<file path="config.mk">
export PLATFORM = sky130hd
export DESIGN_NAME = aap_fetch_unit
export DESIGN_NICKNAME = d
export VERILOG_FILES = /design/src/rtl/aap_fetch_unit.sv
export SDC_FILE = /design/constraint.sdc
export NUM_CORES = 1
export LEC_CHECK = 0
export BUFFER_PORTS_ARGS = -buffer_cell sky130_fd_sc_hd__buf_4
export CAP_MARGIN = 20
export CORE_MARGIN = 2
export CORE_UTILIZATION = 30
export DETAILED_ROUTE_END_ITERATION = 10
export HOLD_SLACK_MARGIN = 0.03
export SLEW_MARGIN = 30
export SYNTH_ARGS = -nofsm -noshare
export SYNTH_HDL_FRONTEND = slang
export SYNTH_SLANG_ARGS = --single-unit
</file>
<file path="constraint.sdc">
create_clock -name clock -period 8 [get_ports clock]
set_input_delay 0.8 -clock clock [delete_from_list [all_inputs] [get_ports clock]]
set_output_delay 0.8 -clock clock [all_outputs]
set_load 0.03 [all_outputs]
</file>
<file path="src/rtl/aap_fetch_unit.sv">
// rtl/aap_fetch_unit.sv - AAP instruction fetch stage with prefetch FIFO and 16/32-bit assembly
//
// Issues sequential word reads to instruction memory, buffers returned
// halfwords in a DEPTH-entry FIFO and presents whole 16- or 32-bit
// instructions to the decoder. A redirect flushes the FIFO and restarts
// fetch at the branch target.
//
// Ports:
//   clock, reset            rising-edge clock, asynchronous active-low reset
//   imem_req, imem_addr     word read request and word address
//   imem_ack, imem_rdata    read response, exactly one cycle after the request
//   redirect, redirect_pc   taken-branch pulse and target word address
//   dec_valid, dec_ready    instruction handshake towards the decoder
//   dec_instr, dec_is32     assembled instruction and its length
//   dec_pc                  word address of the presented instruction
//   stall_count             decoder-starved cycle counter (FETCH_PERF_EN only)
//
// Optional feature macro: FETCH_PERF_EN adds the stall_count output.

module aap_fetch_unit #(
  parameter int          DEPTH    = 4,
  parameter logic [15:0] RESET_PC = 16'h0000
) (
  input  logic        clock,
  input  logic        reset,
  output logic        imem_req,
  output logic [15:0] imem_addr,
  input  logic        imem_ack,
  input  logic [15:0] imem_rdata,
  input  logic        redirect,
  input  logic [15:0] redirect_pc,
  output logic        dec_valid,
  input  logic        dec_ready,
  output logic [31:0] dec_instr,
  output logic        dec_is32,
  output logic [15:0] dec_pc
`ifdef FETCH_PERF_EN
  ,
  output logic [15:0] stall_count
`endif
);

  localparam int AW = $clog2(DEPTH);
  localparam int CW = AW + 1;

  typedef enum logic {IDLE = 1'b0, RUN = 1'b1} state_t;

  state_t        state, state_nxt;
  logic [15:0]   fpc;
  logic [CW-1:0] count;
  logic          inflight;
  logic          drop;
  logic [AW-1:0] rd_ptr, wr_ptr;
  logic [15:0]   fifo [DEPTH];
  logic [15:0]   head0, head1;
  logic [CW:0]   occupancy;
  logic          enq;
  logic          pop;
  logic [1:0]    pop_n;

  assign imem_addr = fpc;
  assign head0     = fifo[rd_ptr];
  assign head1     = fifo[rd_ptr + AW'(1)];
  // A request still in flight already owns a FIFO slot.
  assign occupancy = {1'b0, count} + {{CW{1'b0}}, inflight};

  always_comb begin
    state_nxt = state;
    imem_req  = 1'b0;
    dec_is32  = 1'b0;
    dec_valid = 1'b0;
    dec_instr = 32'h0;
    pop       = 1'b0;
    pop_n     = 2'd0;
    enq       = 1'b0;

    case (state)
      IDLE:    state_nxt = RUN;
      RUN:     imem_req  = !redirect && (occupancy < (CW+1)'(DEPTH));
      default: state_nxt = IDLE;
    endcase

    dec_is32  = (count != '0) && head0[15];
    // A 32-bit head with only its first halfword buffered is not yet valid.
    dec_valid = dec_is32 ? (count >= CW'(2)) : (count != '0);
    if (dec_valid) begin
      dec_instr = dec_is32 ? {head1, head0} : {16'h0, head0};
    end

    pop   = dec_valid && dec_ready && !redirect;
    pop_n = pop ? (dec_is32 ? 2'd2 : 2'd1) : 2'd0;
    // Responses to requests issued before a redirect land in the redirect
    // cycle or the one after it; both are dropped.
    enq   = imem_ack && !redirect && !drop;
  end

  always_ff @(posedge clock or negedge reset) begin
    if (!reset) begin
      state    <= IDLE;
      fpc      <= RESET_PC;
      count    <= '0;
      inflight <= 1'b0;
      drop     <= 1'b0;
      rd_ptr   <= '0;
      wr_ptr   <= '0;
      dec_pc   <= RESET_PC;
    end else begin
      state    <= state_nxt;
      inflight <= imem_req;
      drop     <= redirect;
      if (redirect) begin
        count  <= '0;
        rd_ptr <= '0;
        wr_ptr <= '0;
        fpc    <= redirect_pc;
        dec_pc <= redirect_pc;
      end else begin
        if (imem_req) fpc <= fpc + 16'd1;
        if (enq) wr_ptr <= wr_ptr + AW'(1);
        rd_ptr <= rd_ptr + AW'(pop_n);
        dec_pc <= dec_pc + {14'h0, pop_n};
        count  <= count + CW'(enq) - CW'(pop_n);
      end
    end
  end

  // Payload storage needs no reset: occupancy is tracked by count alone.
  always_ff @(posedge clock) begin
    if (enq) fifo[wr_ptr] <= imem_rdata;
  end

`ifdef FETCH_PERF_EN
  always_ff @(posedge clock or negedge reset) begin
    if (!reset) begin
      stall_count <= 16'h0;
    end else if (redirect) begin
      stall_count <= 16'h0;
    end else if (state == RUN && dec_ready && !dec_valid && stall_count != 16'hFFFF) begin
      stall_count <= stall_count + 16'd1;
    end
  end
`endif

endmodule
</file>
==> results.toml, run 1 <==
[yosys]
yosys.area_share.simple_pct = 13.70
syn_nets = 445
asyncSetResetFlopFracSynth_pct = 39.62
synth.top_cells.by_area = "edfxtp_1 (36%), dfrtp_1 (20%), mux4_2 (13%)"
yosys.cell_types.count = 47
yosys.area_share.adder_pct = 3.355
yosysSeqAreaShare_pct = 56.13
synth.largest_area_cell = "edfxtp_1"
syn_area_per_cell_um2 = 13.41
synth_enable_flop_cells = 64
synthesis.instances = 395
synth_compound_area_share_pct = 6.119
synth_top_family_by_area = "multiplexers"
yosys.area.top_type_share_pct = 36.29
ys.flop_type = "edfxtp_1"
ys_ff_latch = 106
synth.cell_area_um2 = 5296
post_synth_xor_area_fraction_pct = 2.977
ys_warn_count = 0
synthMuxAreaShare_pct = 14.58

[job]
timing.max_cap.violations = 0

[floorplan]
die_height_um = 136.9
die_width_um = 136.9
ioPinCount = 104
starting_utilization_of_the_core_area_pct = 30.62
design.core.area_um2 = 17300
die_area_um2 = 18730
num_rows = 48

[sta]
finalCritPeriodShare_pct = 44.77
finalSetupViolations = 0
timing.final.hold_violations = 0
fin_crit_period_ps = 3582
max_freq_ghz = 0.2792
worst-slew-pin-transition_ps = 950.2
worst_slew_margin_rel_pct = 36.66
rsz0062_at_grt = "false"
timing.clock.skew_ps = 5.898
drv_slew = 0
tns_ps = 0

[finish]
syn2layout_area_growth_pct = 23.77
n_fill_cell = 1668
layout-drive-gt1-share_pct = 32.26
multi_input_area_um2 = 2163
nets = 541
num_antenna_cells = 0
register_area_um2 = 2977
post-route-cell-area_um2 = 6555

[pwr]
max-vdd-ir-drop_uv = 111.8
total_power_uw = 1561
power_density_nw_per_um2 = 238.1
p_leak_uw = 0.002489

[drt]
drc = 0
detailroute.via_count = 3677
routedWlPerCell_um = 17.85
first_pass_iters = 5
finalWirelength_mm = 12.87
initialDrtViolationCount = 233
antenna_viol_nets_final = 0
vias_per_cell = 5.100

[grt]
grt_start_max_net_pins = 49
number_of_antenna_violations_at_the_first_check_in_global_routing = 0
global_route.overflow_total = 0
grt_use_total_pct = 14.21
number_of_global_route_vias_before_repair = 3805
grt_first_pass_wirelength_mm = 20.20

[place]
port_buffers = 103
post_dp_cell_area_um2 = 6275
dp_hpwl_mm = 9.038
routabilityCongestion = 0.8476

[critical_path]
critical_path.endpoint_type = "primary output"
slowest_stage = "dfrtp_4"
worstPathCellList = "mux2i_1 -> mux2_2 -> a21boi_2 -> nor2b_1 -> buf_4"
r2r_start = "rd_ptr[1]"
critPathLaunchType = "register"
crit_path_max_incr_delay_ps = 860
critPathKind = "register to primary output"
data_required_time_at_the_worst_endpoint_ps = 7200
r2r_slack_ps = 4510
critPathArrivalTime_ps = 2780
r2r-end = "dec_pc[12]"
reg2regPathDepth = 9
crit_path_max_fanout = 35
crit_path_leading_delay_family = "flip-flops"
crit_buf_inv = 1

[clocking]
cts_tree = "yes"
count_of_clock_tree_sinks = 106
cts.clk_slew.worst_paths_ps = 70
post_cts_resized = 0
cts_inserted_buffers = 9
postCtsSetupBuffers = 0
cts_hold_buffers = 0
clock_insertion_delay_worst_skew_ps = 350
clock_tree.root_cell = "clkbuf_16"
max-clock-path-buffers = 2
htree_levels = 3

[hold_path]
timing.hold.worst.class = "input port to asynchronous set/reset pin"

[status]
run_status = "finished clean"
power by group:
part | internal [uW] | switching, uW
logic | 189 | 287
registers | 611 | 50.3
clock network | 216 | 208
through the flow:
stage / utilization (%) / std cells / setup slack (ps) / hold slack (ps)
floorplan: - / 395 / 4944 / 504.4
global placement: 36.26 / 705 / 4340 / 506.4
detailed placement: 36.28 / 705 / 4184 / 507.3
CTS: 37.88 / 721 / 4324 / 456.7
global route: 37.90 / 721 / 4183 / 475.5
finish: 37.90 / 721 / 4418 / 433.8
area by class of cell:
cell class              count  area share (%)
clock buffers              10           3.493
clock inverters             6          0.7444
inverters                  20           1.145
multi-input cells         250           33.00
flip-flops and latches    106           45.41
well taps                 225           4.295
repair buffers            104           11.91
cell usage in the layout (no fill, tap or decap), types with 2 or more instances in the layout:
cell type,n
buf_4,104
edfxtp_1,64
dfrtp_1,41
nor2b_1,37
mux4_2,31
nand2_1,27
inv_1,19
nand3_1,15
nor2_1,14
xnor2_1,13
o21ai_0,13
ha_1,11
clkbuf_16,9
nor3_1,7
o211ai_1,7
nor4_1,6
a21oi_1,5
xor2_1,5
and3_1,5
mux2i_1,4
nand4_1,4
a31oi_1,4
o31a_1,4
or4_1,4
mux2_2,3
o31ai_1,3
nand3b_1,2
nand2b_1,2
a21boi_0,2
and3_2,2
or3_1,2
and4_1,2
a221o_1,2
fa_1,2
inv_8,2
state kept, by name (all words and copies together), names as in the netlist:
register   count
count          3
drop           1
dec_pc        16
rd_ptr         2
state          1
wr_ptr         2
fifo          64
inflight       1
imem_addr     16
synthesized netlist by cell type, types with 2 or more instances:
master	instances
edfxtp_1	64
dfrtp_1	42
nor2b_1	37
mux4_2	31
nand2_1	27
inv_1	19
nand3_1	15
nor2_1	14
o21ai_0	13
xnor2_1	13
clkbuf_1	11
ha_1	11
and3_1	7
buf_2	7
nor3_1	7
o211ai_1	7
nor4_1	6
a21oi_1	5
xor2_1	5
a31oi_1	4
mux2i_1	4
nand4_1	4
o31a_1	4
or4_1	4
mux2_2	3
o31ai_1	3
a21boi_0	2
a221o_1	2
and4_1	2
fa_1	2
nand2b_1	2
nand3b_1	2
or3_1	2
logic make-up (layout without fill, tap and decap cells):
family,after synthesis,after routing
simple gates,133,133
flops,106,106
compound gates,47,47
buf+inv,39,140
mux,38,38
xor+xnor,18,18
fa+ha+maj,13,13
other cells,1,1
routing by layer:
| layer | global-route usage (%) | wire, um |
|---|---|---|
| met1 | 18.77 | 5634 |
| met2 | 23.19 | 6077 |
| met3 | 3.481 | 1038 |
| met4 | 4.353 | 121 |
| met5 | 0 | 0 |
worst register-to-register path: stages (launching register included):
cell and delay [ps]:
dfrtp_4 860, mux4_2 440, nor3_1 400, ha_1 250, inv_1 60, fa_1 410, nand3b_1 270, nor4_1 400
xnor2_1 170, o21ai_0 90
worst max path at each step:
stage,from,end,slack (ps),cells past startpoint
floorplan,redirect,dec_pc[14],4940,11
global placement,redirect,dec_pc[14],4340,11
detailed placement,redirect,dec_pc[12],4180,11
CTS,rd_ptr[1],dec_instr[0],4320,5
global route,rd_ptr[1],dec_instr[0],4180,5
finish,rd_ptr[1],dec_instr[0],4420,5
Note: power is estimated with default switching activity, not from simulation.
==> run 2: changes to the inputs <==
- clock period: 8 -> 3.8 ns (I/O delays scaled with it)
==> results.toml, run 2 (synthesis gave the netlist of run 1 again) <==
[sta]
fin_crit_period_ps = 3045
max_freq_ghz = 0.3284
tns_ps = 0
drv_slew = 0
finalSetupViolations = 0
finalCritPeriodShare_pct = 80.13
timing.clock.skew_ps = 5.399
rsz0062_at_grt = "false"
worst-slew-pin-transition_ps = 923.0
timing.final.hold_violations = 0
worst_slew_margin_rel_pct = 38.47

[clocking]
cts_inserted_buffers = 9
cts_tree = "yes"
htree_levels = 3
cts.clk_slew.worst_paths_ps = 70
clock_tree.root_cell = "clkbuf_16"
max-clock-path-buffers = 2
count_of_clock_tree_sinks = 106
clock_insertion_delay_worst_skew_ps = 350
postCtsSetupBuffers = 0

[grt]
number_of_global_route_vias_before_repair = 3942
global_route.overflow_total = 0
grt_start_max_net_pins = 48
number_of_antenna_violations_at_the_first_check_in_global_routing = 0
grt_first_pass_wirelength_mm = 20.66
grt_use_total_pct = 14.66

[drt]
met3_wl_um = 863
vias_per_cell = 5.039
dr_wl_met2_mm = 6.359
antenna_viol_nets_final = 0
finalWirelength_mm = 12.97
route.layer.met1.wl_mm = 5.605
drc = 0
initialDrtViolationCount = 209
detailroute.via_count = 3663
routedWlPerCell_um = 17.84
topRoutingLayerUsed = "met4"
first_pass_iters = 4

[finish]
registers.top_by_ff_count = "fifo"
most-common-layout-cells = "buf_4 (109), edfxtp_1 (64), dfrtp_1 (41), nor2b_1 (37), mux4_2 (31)"
flip_flop_count_of_the_largest_register_after_layout = 64
nets = 547
syn2layout_area_growth_pct = 25.44
layout-drive-gt1-share_pct = 33.07
mostFrequentLayoutCell = "buf_4"
post-route-cell-area_um2 = 6644
num_antenna_cells = 0

[critical_path]
critPathLaunchType = "register"
crit_path_max_fanout = 4
critPathKind = "register to register"
critical_path.endpoint_type = "register"
data_required_time_at_the_worst_endpoint_ps = 4020
r2r_slack_ps = 750
critPathArrivalTime_ps = 3260

[pwr]
power_frac_seq_pct = 40.1
power_frac_comb_pct = 31.0
p_int_uw = 2244
power_density_nw_per_um2 = 511.8
switching_power_uw = 1156
max-vdd-ir-drop_uv = 260.2
sw_frac_of_total_pct = 34.00
p_leak_uw = 0.002539
p_clk_share_pct = 29.0

[floorplan]
starting_utilization_of_the_core_area_pct = 30.62
die_area_um2 = 18730
die_height_um = 136.9
die_width_um = 136.9
ioPinCount = 104
design.core.area_um2 = 17300
num_rows = 48

[hold_path]
timing.hold.worst.class = "input port to register"

[place]
dp_hpwl_mm = 9.102
post_dp_cell_area_um2 = 6310
port_buffers = 103
routabilityCongestion = 0.8695

[status]
run_status = "finished clean"

[job]
timing.max_cap.violations = 0
## run 2: cell types whose count changed in the layout (fill, tap and decap cells not counted), sizes merged
| cell | delta |
|---|---|
| buf | +5 |
| bufinv | +1 |
| clkinvlp | -1 |
| dlygate4sd3 | +1 |
## run 2: metal layers
layer  up-vias  track usage, %
met2       129           25.56
met3        10           3.852
li1       1682               -
met1      1842           18.10
met5         -               0
met4         0           3.666
## run 2: through the flow
| step | std cells | setup WS (ps) | utilization, % | hold WS (ps) | power (uW) |
|---|---|---|---|---|---|
| after floorplan | 395 | 920.9 | - | 84.41 | 2046 |
| after global placement | 710 | 861.5 | 36.48 | 405.2 | 2439 |
| after detailed placement | 710 | 760.7 | 36.48 | 410.1 | 2459 |
| after CTS | 727 | 737.6 | 38.40 | 207.6 | 3448 |
| after global routing | 727 | 541.7 | 38.41 | 212.7 | 3568 |
| final | 727 | 755.0 | 38.41 | 223.1 | 3400 |
## run 2: worst max-delay path, stage by stage (launching register included)
cell and delay, ps:
edfxtp_1 420, mux4_2 520, nor3_1 390, ha_1 250
inv_1 50, fa_1 410, nand3b_1 240, nor4_1 380
xnor2_1 160, o21ai_0 90
## run 2: what timing repair did
action,in CTS,in global routing
hold endpoints to repair,18,0
hold buffers,1,0
resized for setup,0,0
## run 2: power by group through the flow
stage | clock network (uW) | registers [uW] | logic, uW
2_1_floorplan | 0 | 1440 | 605
3_3_place_gp | 0 | 1380 | 1060
3_5_place_dp | 0 | 1390 | 1070
4_1_cts | 1010 | 1360 | 1080
5_1_grt | 1050 | 1370 | 1140
6_report | 985 | 1360 | 1050
## run 2: layout make-up
class                      count  area (um^2)
clock inverter                 6        82.58
sequential                   106         2974
multi-input combinational    250         2163
tap                          225        281.5
clock buffer                  10        239.0
fill                        1658        10650
timing repair buffer         110        828.3
inverter                      20        75.07
## run 2: worst paths after layout
kind,start,endpoint,cells after the start
min in group asynchronous,reset,dec_pc[11],2
min,imem_rdata[7],fifo[2][7],1
min reg2reg,imem_addr[15],imem_addr[15],1
max,fifo[2][15],dec_pc[14],9
max reg2reg,fifo[2][15],dec_pc[14],9
max in group asynchronous,reset,rd_ptr[1],2
==> run 3: changes to the inputs <==
- ABC_AREA: not set -> 1
- clock period: 3.8 -> 3 ns (I/O delays scaled with it)
==> results.toml, run 3 <==
[critical_path]
critical_path.most_common_cell = "buf_4"
worstPathCellList = "buf_4 -> nand2_1 -> buf_4 -> nand2_1 -> nor3b_1 -> buf_4"
crit_buf_inv = 3
r2r_slack_ps = 380
data_required_time_at_the_worst_endpoint_ps = 2700
critPathArrivalTime_ps = 2460
reg2regPathDepth = 13
r2r-end = "dec_pc[12]"
crit_path_max_incr_delay_ps = 480
crit_path_leading_delay_family = "buffers and inverters"
slowest_stage = "dfrtp_1"
critical_path.endpoint_type = "primary output"
crit_path_max_fanout = 22
r2r_start = "rd_ptr[0]"
critPathLaunchType = "register"
critPathKind = "register to primary output"

[yosys]
synthesis.instances = 627
synth_enable_flop_cells = 64
synth.largest_area_cell = "edfxtp_1"
syn_area_per_cell_um2 = 8.902
yosys.area.top_type_share_pct = 34.43
yosys.cell_types.count = 42
asyncSetResetFlopFracSynth_pct = 39.62
yosysSeqAreaShare_pct = 53.26
synth_most_common_cell = "nand2_1"
ys_warn_count = 0
post_synth_most_frequent_cells = "nand2_1 (173), edfxtp_1 (64), nor2_1 (63)"
ys.flop_type = "edfxtp_1"
synth.cell_area_um2 = 5582
ys_ff_latch = 106
syn_nets = 677
synth.top_cells.by_area = "edfxtp_1 (34%), dfrtp_1 (19%), nand2_1 (12%)"

[status]
run_status = "finished clean"

[floorplan]
num_rows = 49
die_height_um = 140.4
die_area_um2 = 19710
ioPinCount = 104
die_width_um = 140.4
starting_utilization_of_the_core_area_pct = 30.86
design.core.area_um2 = 18090

[drt]
first_pass_iters = 5
antenna_viol_nets_final = 0
vias_per_cell = 4.938
initialDrtViolationCount = 353
detailroute.via_count = 4765
routedWlPerCell_um = 15.48
drc = 0
finalWirelength_mm = 14.94

[clocking]
clock_insertion_delay_worst_skew_ps = 350
htree_levels = 3
postCtsSetupBuffers = 0
cts_tree = "yes"
clock_tree.root_cell = "clkbuf_16"
max-clock-path-buffers = 2
cts.clk_slew.worst_paths_ps = 80
cts_inserted_buffers = 9
count_of_clock_tree_sinks = 106

[grt]
grt_use_total_pct = 15.70
grt_first_pass_wirelength_mm = 24.23
number_of_antenna_violations_at_the_first_check_in_global_routing = 0
number_of_global_route_vias_before_repair = 4483
grt_start_max_net_pins = 46
global_route.overflow_total = 0

[place]
place_worst_setup_slack_ps = 284.5
port_buffers = 103
routabilityCongestion = 0.8198
dp_hpwl_mm = 10.38

[sta]
timing.final.hold_violations = 0
finalSetupViolations = 0
rsz0062_at_grt = "false"
tns_ps = 0
max_freq_ghz = 0.3618
timing.clock.skew_ps = 8.462
fin_crit_period_ps = 2764
worst-slew-pin-transition_ps = 690.0
worst_slew_margin_rel_pct = 53.89
finalCritPeriodShare_pct = 92.12
fin_ws_ps = 236.3
drv_slew = 0

[pwr]
max-vdd-ir-drop_uv = 345.2
power_density_nw_per_um2 = 629.4
p_leak_uw = 0.003058

[finish]
most-common-layout-cells = "nand2_1 (173), buf_4 (118), edfxtp_1 (64), nor2_1 (62), inv_1 (48)"
layout-drive-gt1-share_pct = 20.52
registers.top_by_ff_count = "fifo"
multi_input_area_um2 = 2277
flip_flop_count_of_the_largest_register_after_layout = 64
register_area_um2 = 2974
mostFrequentLayoutCell = "nand2_1"
nets = 781
syn2layout_area_growth_pct = 24.05
num_antenna_cells = 0
n_fill_cell = 1854

[hold_path]
holdCritStartpoint = "imem_rdata[14]"
holdPathEnd = "fifo[3][14]"
worstHoldPathCells = 1
timing.hold.worst.class = "input port to register"

[job]
timing.max_cap.violations = 0
-- run 3: cell types whose count changed in the layout (fill, tap and decap cells not counted), sizes merged, moves of 10 or more --
cell | previous run | this run
a21oi | 5 | 36
a22o | 0 | 15
inv | 22 | 56
mux4 | 31 | 0
nand2 | 27 | 175
nand3 | 15 | 36
nor2 | 14 | 64
nor2b | 37 | 0
o21ai | 14 | 24
o22ai | 0 | 26
xnor2 | 13 | 3
-- run 3: where the power goes --
part           internal [uW]  switching [uW]
Combinational            500             922
Sequential              1640             131
Clock                    587             575
-- run 3: worst register-to-register path: stages, from the launching register on --
cell      delay (ps)
dfrtp_1          470
o211ai_2         280
nand2_2          140
nor4_1           180
buf_4            170
ha_1             180
inv_1             60
fa_1             410
nor2_2           220
nand3_1          120
nand2_1           70
inv_1             30
o21ai_0          130
nand2_1           70
-- run 3: layout make-up --
cell class              instances  area share, %
clock buffers                   9          3.253
flip-flops and latches        106          42.95
well taps                     229          4.138
multi-input cells             442          32.89
clock inverters                 7         0.9396
repair buffers                119          12.94
inverters                      53          2.891
-- run 3: worst max path at each step --
stage,from,end,slack (ps),cells after the start
after floorplan,rd_ptr[0],dec_pc[12],350,13
after global placement,rd_ptr[1],dec_pc[12],320,14
after detailed placement,rd_ptr[1],dec_pc[12],280,14
after CTS,rd_ptr[1],dec_instr[22],200,6
after global routing,rd_ptr[0],dec_instr[22],20,6
final,rd_ptr[0],dec_instr[22],240,6
-- run 3: per-stage QoR --
stage	instances	hold WS (ps)	area, um^2	util (%)	total power (uW)
after floorplan	627	4.409	5582	-	2719
after global placement	948	343.3	6620	36.60	3222
after detailed placement	948	337.6	6620	36.60	3228
after CTS	965	128.7	6920	38.26	4409
after global routing	965	125.9	6924	38.28	4627
final	965	144.5	6924	38.28	4358
-- run 3: cells by family after synthesis --
| logic type | share of synthesized area (%) |
|---|---|
| simple gates | 23.45 |
| compound gates | 12.96 |
| flops | 53.26 |
| xor+xnor | 1.098 |
| buf+inv | 5.985 |
| fa+ha+maj | 3.183 |
| other cells | 0.06718 |
-- run 3: routing by layer --
layer / GRT usage [%] / part of all wire [%] / vias up
met5: 0 / 0 / -
met4: 3.828 / 0.60 / 0
met3: 4.855 / 9.0 / 9
met2: 25.00 / 46 / 167
met1: 20.98 / 44 / 2244
li1: - / - / 2345
-- run 3: timing repair --
action | in CTS | in global routing
setup endpoints to repair | 0 | 3
endpoints found under the hold margin | 42 | 0
resized for setup | 0 | 2
hold buffers | 1 | 0
